===== config.mk =====
export PLATFORM = sky130hd
export DESIGN_NAME = mpc_sequencer
export DESIGN_NICKNAME = d
export VERILOG_FILES = /design/src/rtl/mpc_sequencer.sv
export SDC_FILE = /design/constraint.sdc
export NUM_CORES = 1
export LEC_CHECK = 0
export CORE_UTILIZATION = 38
export CTS_BUF_LIST = sky130_fd_sc_hd__clkbuf_4 sky130_fd_sc_hd__clkbuf_8 sky130_fd_sc_hd__clkbuf_16
export CTS_CLUSTER_SIZE = 16
export DETAILED_ROUTE_END_ITERATION = 10
export PLACE_DENSITY = 0.76
export REMOVE_ABC_BUFFERS = 1
export SETUP_SLACK_MARGIN = 0.05
export SLEW_MARGIN = 0
export SYNTH_ARGS = -nofsm -noshare
export SYNTH_HDL_FRONTEND = slang
export SYNTH_SLANG_ARGS = --single-unit

===== constraint.sdc =====
create_clock -name CLK -period 1.9 [get_ports CLK]
set_clock_uncertainty 0.15 [all_clocks]
set_input_delay 0.285 -clock CLK [delete_from_list [all_inputs] [get_ports CLK]]
set_output_delay 0.285 -clock CLK [all_outputs]
set_load 0.01 [all_outputs]

===== src/rtl/mpc_sequencer.sv =====
// Instruction sequencer for the 12-bit reversible datapath: fetches words at the
// datapath PC and turns each one into single-cycle datapath strobes.
module mpc_sequencer #(
  parameter int IMM_W = 9,
  parameter int CNT_W = 16
) (
  input  logic             CLK,
  input  logic             RESET,
  input  logic             RUN,
  input  logic [11:0]      ADDR_OUT,
  input  logic             OVF,
  output logic [11:0]      IMEM_ADDR,
  output logic             IMEM_REQ,
  input  logic             IMEM_ACK,
  input  logic [11:0]      IMEM_DATA,
  output logic             CIN,
  output logic             CTRL_A,
  output logic             CTRL_ADDR,
  output logic             CTRL_PC,
  output logic             WE_A,
  output logic             WE_B,
  output logic             WE_PC,
  output logic [11:0]      DATA_IN,
  output logic             HALTED,
  output logic [CNT_W-1:0] INSTR_CNT
);

  typedef enum logic [2:0] {
    S_IDLE,
    S_FETCH,
    S_EXEC,
    S_NEXT,
    S_HALT
  } state_t;

  typedef enum logic [2:0] {
    OP_NOP  = 3'b000,
    OP_LDA  = 3'b001,
    OP_LDB  = 3'b010,
    OP_ADD  = 3'b011,
    OP_ADC  = 3'b100,
    OP_JMP  = 3'b101,
    OP_JOV  = 3'b110,
    OP_HALT = 3'b111
  } opcode_t;

  state_t  state;
  opcode_t ir_op;
  logic    ovf_flag;

  opcode_t     fetch_op;
  logic [11:0] fetch_imm;
  logic        jump_taken;

  assign IMEM_ADDR = ADDR_OUT;
  assign CTRL_ADDR = 1'b0;

  always_comb begin
    fetch_op   = opcode_t'(IMEM_DATA[11:9]);
    fetch_imm  = 12'(IMEM_DATA[IMM_W-1:0]);
    jump_taken = (ir_op == OP_JMP) || ((ir_op == OP_JOV) && ovf_flag);
  end

  // Strobes are registered on entry to EXEC/NEXT and default low every other
  // cycle, so each one is a clean single-cycle pulse with no input-to-output path.
  always_ff @(posedge CLK) begin
    if (RESET) begin
      state     <= S_IDLE;
      ir_op     <= OP_NOP;
      ovf_flag  <= 1'b0;
      IMEM_REQ  <= 1'b0;
      CIN       <= 1'b0;
      CTRL_A    <= 1'b0;
      CTRL_PC   <= 1'b0;
      WE_A      <= 1'b0;
      WE_B      <= 1'b0;
      WE_PC     <= 1'b0;
      DATA_IN   <= '0;
      HALTED    <= 1'b0;
      INSTR_CNT <= '0;
    end else begin
      // NOTE: non-blocking assignments throughout, so every branch below sees the
      // pre-edge values of state and ir_op regardless of statement order.
      CIN     <= 1'b0;
      CTRL_A  <= 1'b0;
      CTRL_PC <= 1'b0;
      WE_A    <= 1'b0;
      WE_B    <= 1'b0;
      WE_PC   <= 1'b0;
      DATA_IN <= '0;

      case (state)
        S_IDLE: begin
          if (RUN) begin
            state    <= S_FETCH;
            IMEM_REQ <= 1'b1;
          end
        end

        S_FETCH: begin
          if (IMEM_ACK) begin
            IMEM_REQ <= 1'b0;
            ir_op    <= fetch_op;
            state    <= S_EXEC;
            case (fetch_op)
              OP_LDA: begin
                CTRL_A  <= 1'b1;
                WE_A    <= 1'b1;
                DATA_IN <= fetch_imm;
              end
              OP_LDB: begin
                WE_B    <= 1'b1;
                DATA_IN <= fetch_imm;
              end
              OP_ADD: WE_A <= 1'b1;
              OP_ADC: begin
                WE_A <= 1'b1;
                CIN  <= ovf_flag;
              end
              OP_JMP: begin
                WE_PC   <= 1'b1;
                CTRL_PC <= 1'b1;
                DATA_IN <= fetch_imm;
              end
              OP_JOV: begin
                if (ovf_flag) begin
                  WE_PC   <= 1'b1;
                  CTRL_PC <= 1'b1;
                  DATA_IN <= fetch_imm;
                end
              end
              default: ;
            endcase
          end
        end

        S_EXEC: begin
          INSTR_CNT <= INSTR_CNT + CNT_W'(1);
          if (ir_op == OP_HALT) begin
            state  <= S_HALT;
            HALTED <= 1'b1;
          end else if (jump_taken) begin
            // The datapath already holds the target, so fetch directly unless RUN dropped.
            state    <= RUN ? S_FETCH : S_IDLE;
            IMEM_REQ <= RUN;
          end else begin
            state <= S_NEXT;
            WE_PC <= 1'b1;
          end
        end

        S_NEXT: begin
          if ((ir_op == OP_ADD) || (ir_op == OP_ADC)) ovf_flag <= OVF;
          state    <= RUN ? S_FETCH : S_IDLE;
          IMEM_REQ <= RUN;
        end

        S_HALT: ;

        default: begin
          state    <= S_IDLE;
          IMEM_REQ <= 1'b0;
        end
      endcase
    end
  end

endmodule


==> results of run 1 <==
-- per-layer routing --
metal / wire length [um] / GRT usage
met1: 1760 / 0.186
met2: 2010 / 0.277
met3: 261 / 0.0812
met4: 19 / 0.0511
met5: 0 / 0
-- report_power, final --
part           leakage [uW]  total (uW)  switching (uW)  internal (uW)
clock             0.0000586         679             275            404
combinational      0.000643         178            78.8           99.3
sequential         0.000325         865            10.5            854
-- synth_stat cells (2+ instances only) --
library cell	n
a21oi_1	7
a32oi_1	2
and2_1	10
and2b_1	2
and3b_1	2
and4_1	2
buf_4	17
clkbuf_1	4
dfxtp_1	40
inv_1	3
mux2_2	3
mux2i_1	4
nand2_1	12
nand2b_1	5
nand3_1	7
nand3b_1	4
nand4_1	4
nor2_1	23
nor2b_1	5
nor3_1	7
nor3b_1	2
nor4_1	2
o21ai_0	5
xnor2_1	5
xor2_1	5
-- kinds of logic after synthesis --
family | count (synthesis) | synth area share
fa+ha+maj | 1 | 0.00690
buf+inv | 26 | 0.0931
flops | 40 | 0.441
other cells | 1 | 0.00207
compound gates | 20 | 0.0710
simple gates | 96 | 0.297
xor+xnor | 10 | 0.0483
mux | 7 | 0.0407
-- worst reg2reg max path, stage by stage (launching register included) --
cell	delay, ps
dfxtp_1	310
or3b_4	400
or4_4	460
nor3_4	140
mux2_4	310
-- metrics by stage --
stage	setup slack, ps	TNS (ps)	hold WS [ps]	power (uW)
floorplan	-218	-519	204	955
global placement	-90.0	-90.0	329	1060
detailed placement	-108	-108	332	1060
CTS	-25.7	-25.7	349	1740
global route	-21.7	-36.9	372	1800
finish	26.7	0	340	1720
-- state kept, by name, indices dropped and copies added (netlist names), 3 cells and up --
name	count
ir_op	3
state	3
INSTR_CNT	16
DATA_IN	9
-- final cells by class --
class / instances / area [um^2] / area share
clock inverters: 2 / 35.0 / 0.0135
flip-flops and latches: 40 / 806 / 0.311
well taps: 52 / 65.1 / 0.0251
multi-input cells: 138 / 906 / 0.350
clock buffers: 6 / 76.3 / 0.0295
inverters: 3 / 11.3 / 0.00435
repair buffers: 74 / 691 / 0.267
-- final timing paths --
kind	to	slack (ps)	start
min reg2reg	IMEM_REQ$_SDFFE_PP0P_	340	IMEM_REQ$_SDFFE_PP0P_
min	IMEM_REQ$_SDFFE_PP0P_	340	IMEM_REQ$_SDFFE_PP0P_
max	INSTR_CNT[15]$_SDFFE_PP0P_	30	state[0]$_SDFFE_PP0P_
max reg2reg	INSTR_CNT[15]$_SDFFE_PP0P_	30	state[0]$_SDFFE_PP0P_
-- what timing repair did --
| item | 4_1_cts | 5_1_grt |
|---|---|---|
| gates resized for setup | 4 | 10 |
| hold buffers | 0 | 0 |
| endpoints found under the setup margin | 4 | 5 |
| pin swaps | 2 | 3 |
==> out/results.tsv, run 1 <==
metric	value	unit
rows	24	
start_kind	register	
period_minus_slack	1870	ps
cts-root-buf	clkbuf_8	
initial_utilization	0.405	
h-tree-depth	2	
critical_path_buf_inv_count	0	
cp.depth	4	
die_h	71.1	um
clk_pin_slew_worst_paths	70	ps
die-area	5050	um^2
clock_sinks	40	
grt_max_degree	21	
clk_latency	280	ps
num-fill-cells	419	
rr_worst_depth	4	
antenna_found_initial	0	
power_density	665	nW/um^2
vias_per_cell	4.98	
portBuffers	49	
synth_edf_count	0	
clock_path_buffers	2	
finalNonFillerCells	315	
cpMaxStageDelayCell	or4_4	
grt_setup_unrepaired	true	
die_w	71.1	um
track_usage	0.166	
area_growth	42.8	%
drv_slew	0	
setup-violations-final	0	
synthDistinctLibCells	44	
critPathMaxFanout	3	
grt_pass1_vias	1429	
synth.area.top_cells	dfxtp_1 44%, buf_4 7.0%, nor2_1 4.8%, and2_1 3.4%, nand2_1 2.5%	
min_path_cells	2	
ioPinCount	78	
hold_violations	0	
antenna_cells	0	
synth_top_area_cell	dfxtp_1	
gp_congestion	0.744	
fin_area	2590	um^2
dr.pass1.iters	7	
synthArstFlopShare	0	
ys.flop_type	dfxtp_1	
status	finished clean	
drc_errors	0	
yosysWarnings	0	
synth_seq_cells	40	
worstPathRequired	1930	ps
max_stage_delay	460	ps
core_area	4470	um^2
cp-end-kind	register	
yosysTopAreaCellShare	0.441	
avgSynthCellArea	9.03	um^2
dpl.cell_count	307	
final_core_util	0.579	
min_period_over_period	0.986	
crit_type	reg -> reg	
leakage	0.00103	uW
dpl.hpwl	2980	um
drtIter0Drc	85	
cts_setup_buffers	0	
cts_buffers	5	
fmaxAchievable	0.534	GHz
dpl-instance-area	2420	um^2
drv_cap	0	
grt_pass1_wl	6430	um
netlist_area	1810	um^2
routedWlPerCell	12.9	um
hold_class	reg -> reg	
critPathTopFamily	simple AND/OR/NAND/NOR gates	
peakVddDrop	0.000327	V
drive_gt1_frac	0.190	
final_cell_mix	49 x clkdlybuf4s50_1, 36 x dfxtp_1, 24 x buf_4	
path_cells	or3b_4, or4_4, nor3_4, mux2_4	
worst_ep_arrival_time	1900	ps
ys_seq_area_frac	0.441	
ant_nets	0	
nNetsFinal	292	
vias	1569	
syn_inst	201	
cts_tree	done	
wl	4050	um
grt-ovfl-total	0	
mostFrequentLayoutCell	clkdlybuf4s50_1	
Power figures use the tool's default switching activity.
==> run 2, diff against run 1 <==
- HOLD_SLACK_MARGIN: default -> 0.05
==> results of run 2 <==
The final DEF is identical to that of run 1; final timing and power are the same.
